File: src/rtl/arb_pkg.sv
// Shared constants and state type for the four-requester bus arbiter.
package arb_pkg;

    localparam int NUM_REQ = 4;
    localparam int DATA_W  = 32;
    localparam int SEL_W   = 2;

    typedef enum logic [0:0] {
        IDLE = 1'b0,
        BUSY = 1'b1
    } arb_state_t;

endpackage

File: src/rtl/arb_rr_pick.sv
// Combinational round-robin picker: the first active request at or after the
// pointer, wrapping from the highest requester back to requester 0.
module arb_rr_pick
    import arb_pkg::*;
(
    input  logic [NUM_REQ-1:0] i_req,
    input  logic [SEL_W-1:0]   i_ptr,
    output logic [NUM_REQ-1:0] o_pick,
    output logic [SEL_W-1:0]   o_idx,
    output logic               o_any
);

    logic [SEL_W-1:0] w_cand;
    logic             w_found;

    // The candidate index wraps naturally because it is only SEL_W bits wide.
    always_comb begin
        o_pick  = '0;
        o_idx   = '0;
        w_found = 1'b0;
        w_cand  = '0;
        for (int k = 0; k < NUM_REQ; k++) begin
            w_cand = i_ptr + SEL_W'(k);
            if (!w_found && i_req[w_cand]) begin
                w_found        = 1'b1;
                o_idx          = w_cand;
                o_pick[w_cand] = 1'b1;
            end
        end
    end

    assign o_any = |i_req;

endmodule

File: src/rtl/bus_arbiter4.sv
// Four-way round-robin arbiter driving a shared 4:1 data select.
// Define ARB_TIMEOUT_EN to abort grants that wait TIMEOUT_CYCLES for RES_READY.
module bus_arbiter4
    import arb_pkg::*;
#(
    parameter int TIMEOUT_CYCLES = 16
) (
    input  logic               clk,
    input  logic               rst,
    input  logic [NUM_REQ-1:0] REQ,
    input  logic [DATA_W-1:0]  DATA_A,
    input  logic [DATA_W-1:0]  DATA_B,
    input  logic [DATA_W-1:0]  DATA_C,
    input  logic [DATA_W-1:0]  DATA_D,
    input  logic               RES_READY,
    output logic [NUM_REQ-1:0] GNT,
    output logic [SEL_W-1:0]   MUX_OP,
    output logic               BUS_VALID,
    output logic [DATA_W-1:0]  BUS_DATA,
    output logic [NUM_REQ-1:0] ACK,
    output logic               TIMEOUT_ERR
);

    if (TIMEOUT_CYCLES < 1) begin : g_badTimeout
        $error("TIMEOUT_CYCLES must be at least 1");
    end

    arb_state_t         r_state;
    logic [NUM_REQ-1:0] r_gnt;
    logic [SEL_W-1:0]   r_mux;
    logic [SEL_W-1:0]   r_ptr;
    logic [NUM_REQ-1:0] w_pick;
    logic [SEL_W-1:0]   w_idx;
    logic               w_any;
    logic               w_busy;
    logic [DATA_W-1:0]  w_busData;

`ifdef ARB_TIMEOUT_EN
    localparam int CNT_W = $clog2(TIMEOUT_CYCLES + 1);
    logic [CNT_W-1:0] r_waitCnt;
    logic             r_timeoutErr;
`endif

    arb_rr_pick u_pick (
        .i_req  (REQ),
        .i_ptr  (r_ptr),
        .o_pick (w_pick),
        .o_idx  (w_idx),
        .o_any  (w_any)
    );

    // Leaving BUSY always goes through IDLE, so grants are never back-to-back.
    always_ff @(posedge clk or posedge rst) begin
        if (rst) begin
            r_state      <= IDLE;
            r_gnt        <= '0;
            r_mux        <= '0;
            r_ptr        <= '0;
`ifdef ARB_TIMEOUT_EN
            r_waitCnt    <= '0;
            r_timeoutErr <= 1'b0;
`endif
        end else begin
            case (r_state)
                IDLE: begin
                    if (w_any) begin
                        r_gnt   <= w_pick;
                        r_mux   <= w_idx;
                        r_state <= BUSY;
                    end else begin
                        r_gnt <= '0;
                    end
                end
                BUSY: begin
                    if (RES_READY) begin
                        r_state   <= IDLE;
                        r_gnt     <= '0;
                        r_ptr     <= r_mux + 1'b1;
`ifdef ARB_TIMEOUT_EN
                        r_waitCnt <= '0;
                    end else if (r_waitCnt == CNT_W'(TIMEOUT_CYCLES - 1)) begin
                        r_state      <= IDLE;
                        r_gnt        <= '0;
                        r_ptr        <= r_mux + 1'b1;
                        r_waitCnt    <= '0;
                        r_timeoutErr <= 1'b1;
                    end else begin
                        r_waitCnt <= r_waitCnt + CNT_W'(1);
`endif
                    end
                end
                default: r_state <= IDLE;
            endcase
        end
    end

    assign w_busy = (r_state == BUSY);

    always_comb begin
        w_busData = '0;
        if (w_busy) begin
            case (r_mux)
                2'd0: w_busData = DATA_A;
                2'd1: w_busData = DATA_B;
                2'd2: w_busData = DATA_C;
                2'd3: w_busData = DATA_D;
            endcase
        end
    end

    assign GNT       = r_gnt;
    assign MUX_OP    = r_mux;
    assign BUS_VALID = w_busy;
    assign BUS_DATA  = w_busData;
    assign ACK       = (w_busy && RES_READY) ? r_gnt : '0;

`ifdef ARB_TIMEOUT_EN
    assign TIMEOUT_ERR = r_timeoutErr;
`else
    assign TIMEOUT_ERR = 1'b0;
`endif

endmodule

File: config.mk
export PLATFORM = sky130hd
export DESIGN_NAME = bus_arbiter4
export DESIGN_NICKNAME = d
export VERILOG_FILES = /design/src/rtl/arb_pkg.sv /design/src/rtl/arb_rr_pick.sv /design/src/rtl/bus_arbiter4.sv
export SDC_FILE = /design/constraint.sdc
export NUM_CORES = 1
export LEC_CHECK = 0
export CORE_AREA = 2 2 80 82
export DETAILED_ROUTE_END_ITERATION = 10
export DIE_AREA = 0 0 82 84
export HOLD_SLACK_MARGIN = 0.08
export PLACE_DENSITY = 0.81
export SYNTH_ARGS = -nofsm -noshare
export SYNTH_HDL_FRONTEND = slang
export SYNTH_SLANG_ARGS = --single-unit
export TNS_END_PERCENT = 20
File: constraint.sdc
create_clock -name clk -period 3 [get_ports clk]
set_input_delay 0.6 -clock clk [delete_from_list [all_inputs] [get_ports clk]]
set_output_delay 0.6 -clock clk [all_outputs]
set_load 0.05 [all_outputs]
==> Implementation_results.wiki <==
{| class="wikitable"
! Metric !! Value
|-
| Worst VDD drop || 0.758 mV
|-
| Leakage power summed over all cells || 1.61 nW
|-
| Min-Delay Path Class || register to register
|-
| Endpoint class of the critical path || primary output
|-
| Height of the die || 84 µm
|-
| Clk pin slew, worst setup/hold paths || 0.04 ns
|-
| Critical Path Most Common Cell || sky130_fd_sc_hd__nor2_1
|-
| Count of hold-fix buffers inserted at cts || 0
|-
| Total met2 wirelength after detailed routing || 4380 µm
|-
| Starting utilization of the core area || 29.1%
|-
| Buffer cell driving the clock tree root || sky130_fd_sc_hd__clkbuf_8
|-
| CTS tree || built
|-
| Post-Route WL || 8580 µm
|-
| Delay contributed by the slowest stage of the critical path || 0.43 ns
|-
| Synth Net Count || 392
|-
| Mean number of vias per cell || 5.61
|-
| Number of maximum-capacitance violations || 0
|-
| Final layout net count || 557
|-
| Commonest non-fill, non-tap cell in the layout || sky130_fd_sc_hd__clkdlybuf4s50_1
|-
| Global router's overall resource usage || 22.8%
|-
| Comb power frac || 91.7%
|-
| Full die area || 6890 µm²
|-
| Top routing layer used || met4
|-
| Top_reg_cell synth || sky130_fd_sc_hd__dfrtp_1
|-
| DIE WIDTH || 82 µm
|-
| Area added between synthesis and finish || 123%
|-
| Skew final || 0.00232 ns
|-
| Cts bufs inserted || 3
|-
| Power per Cell Area || 1140 nW/µm²
|-
| Final max-slew violation count || 0
|-
| Routed via count || 2,731
|-
| Total net switching power || 0.00244 W
|-
| Vias in the first global route || 2,509
|-
| Port Buf Inserts || 177
|-
| Cell count after synthesis || 245
|-
| Final GP Congestion || 0.834
|-
| Met3 WL || 816 µm
|-
| Clock latency on the worst-skew pair || 0.22 ns
|-
| Clock network fraction of design power || 3.0%
|-
| Starting DRT DRC Count || 197
|-
| Clock sink count || 9
|-
| Area of the core || 6100 µm²
|-
| Placed Cells || 482
|-
| Maximum root-to-sink buffer count || 2
|-
| Number of antenna-violating nets in the routed design || 0
|-
| Commonest cells after routing, fill and taps aside || sky130_fd_sc_hd__clkdlybuf4s50_1 (141), sky130_fd_sc_hd__nor2_1 (68), sky130_fd_sc_hd__a21oi_1 (36), sky130_fd_sc_hd__buf_12 (34), sky130_fd_sc_hd__a222oi_1 (32)
|-
| Share of layout cells above drive strength 1 || 13.9%
|-
| Post-route DRC || 0
|-
| YS warnings || 0
|-
| Worst path cell trace || inv_1 > ha_1 > buf_4 > a222oi_1 > nor2_1 > a21oi_1 > nor2_1 > buf_12
|-
| Required time at the endpoint of the critical path || 2.40 ns
|-
| Cell-internal power || 0.00206 W
|-
| FF-to-FF setup slack || 0.59 ns
|-
| Largest net degree at the start of global routing || 35
|-
| Post-detail-place hpwl || 6780 µm
|-
| Final period demand of the worst path || 2.68 ns
|-
| DRT Pass-1 Iters || 6
|-
| Number of failing setup endpoints in the final timing report || 0
|-
| Outcome || completed
|-
| Number of endpoints with negative hold slack in the final report || 0
|-
| Maximum clock frequency || 0.373 GHz
|-
| Class of the most critical setup path || register to primary output
|-
| Setup bufs post-CTS || 0
|-
| Post-layout util || 64.8%
|-
| Global-route wire length before repair || 12,600 µm
|-
| # H-tree levels || 1
|-
| Share of total power in sequential cells || 5.3%
|-
| Period utilisation layout || 89.4%
|-
| Grt ovf || 0
|-
| Post-cts repair resize count || 0
|-
| Tightest slew margin relative to the limit || 66.3%
|-
| Element type at the critical path start || register
|-
| Std-Cell Rows || 29
|-
| Switching power share of the total || 54.2%
|-
| Post-synthesis async set-or-reset flop share || 100%
|-
| IO Pins || 179
|-
| Average cell area after synthesis || 7.24 µm²
|-
| Summed negative setup slack over all endpoints || 0 ns
|-
| CP arrival || 2.08 ns
|-
| M1 WL || 3170 µm
|-
| Slowest stage cell, crit path || sky130_fd_sc_hd__dfrtp_1
|-
| Post-synthesis cell type count || 34
|-
| Syn Std Cell Area || 1770 µm²
|-
| Transition time at the pin with the least slew margin || 0.504 ns
|-
| Number of synthesized flops with an enable pin || 0
|-
| Number of register bits inferred by synthesis || 9
|-
| Setup repair after global routing missed its margin || false
|-
| Largest fanout on the critical path || 22
|-
| Antenna violations before repair || 1
|-
| Final Instance Count excl. Fillers || 487
|-
| Share of the yosys chip area belonging to registers || 12.7%
|-
| Average routed wire per standard cell || 17.6 µm
|}
## final timing paths
path,startpoint,endpoint,cells past startpoint
min in group asynchronous,rst,MUX_OP[0]$_DFFE_PP0P_,2
max in group asynchronous,rst,BUS_VALID$_DFF_PP0_,2
worst max-delay path,MUX_OP[0]$_DFFE_PP0P_,BUS_DATA[0],8
worst min register to register,GNT[2]$_DFFE_PP0P_,GNT[2]$_DFFE_PP0P_,1
worst min-delay path,GNT[2]$_DFFE_PP0P_,GNT[2]$_DFFE_PP0P_,1
worst max register to register,r_ptr[0]$_DFFE_PP0P_,GNT[3]$_DFFE_PP0P_,7
## synthesized netlist by cell type (all sizes together) (2+ instances only)
| cell type | n | area (µm²) |
|---|---|---|
| dfrtp | 9 | 225 |
| a21oi | 36 | 180 |
| ha | 12 | 150 |
| o21ai | 3 | 15.0 |
| buf | 12 | 98.8 |
| inv | 10 | 37.5 |
| nand2 | 6 | 22.5 |
| nor2 | 68 | 255 |
| a221oi | 4 | 35.0 |
| nand3 | 2 | 10.0 |
| clkbuf | 16 | 60.1 |
| a221o | 6 | 60.1 |
| mux4 | 4 | 97.6 |
| a222oi | 32 | 320 |
| and3 | 4 | 25.0 |
| nand3b | 6 | 45.0 |
| mux2 | 2 | 22.5 |
## routing by layer
layer,track usage (%),vias up
li1,-,1274
met3,4.55,20
met1,27.2,1289
met2,39.9,148
met4,7.58,0
met5,0,-
## logic make-up after synthesis
family	count (synthesis)	share of synthesized area, %
buffers and inverters	39	11.3
adder cells (fa/ha/maj)	12	8.47
AND/OR/NAND/NOR	89	22.2
flip-flops	9	12.7
AO/OA/AOI/OAI	88	37.8
other	1	0.212
multiplexers	7	7.34
## stage by stage
stage                     hold WS, ns  setup slack [ns]  total power (W)  area (µm²)
after detailed placement        0.532             0.293          0.00435        3900
after floorplan                 0.428             0.194          0.00276        1770
final                           0.539             0.318          0.00450        3950
after global placement          0.524             0.357          0.00429        3900
after CTS                       0.542             0.321          0.00449        3950
after global routing            0.560             0.177          0.00475        3950
## critical path: cells and delay by family (launching register included)
kind	cells	cell delay [ns]
AO/OA/AOI/OAI	2	0.56
buffers and inverters	3	0.48
flip-flops	1	0.43
adder cells (fa/ha/maj)	1	0.21
AND/OR/NAND/NOR	2	0.15
## sequential cells by signal, summed over array words and instances, names as in the netlist
signal     flops
GNT            4
BUS_VALID      1
r_ptr          2
MUX_OP         2
## power by group through the flow
stage	clock network, W	registers, W	logic, W
3_5_place_dp	0	0.000237	0.00411
3_3_place_gp	0	0.000236	0.00405
6_report	0.000134	0.000238	0.00412
2_1_floorplan	0	0.000371	0.00239
4_1_cts	0.000138	0.000238	0.00412
5_1_grt	0.000149	0.000247	0.00435
## area by class of cell
type	instances	area, µm²
Timing Repair Buffer	188	2190
Fill cell	506	2150
Multi-Input combinational cell	197	1350
Sequential cell	9	225
Tap cell	77	96.3
Clock buffer	4	45.0
Inverter	11	41.3
Antenna cell	1	2.50
Note: power is estimated with default switching activity, not from simulation.
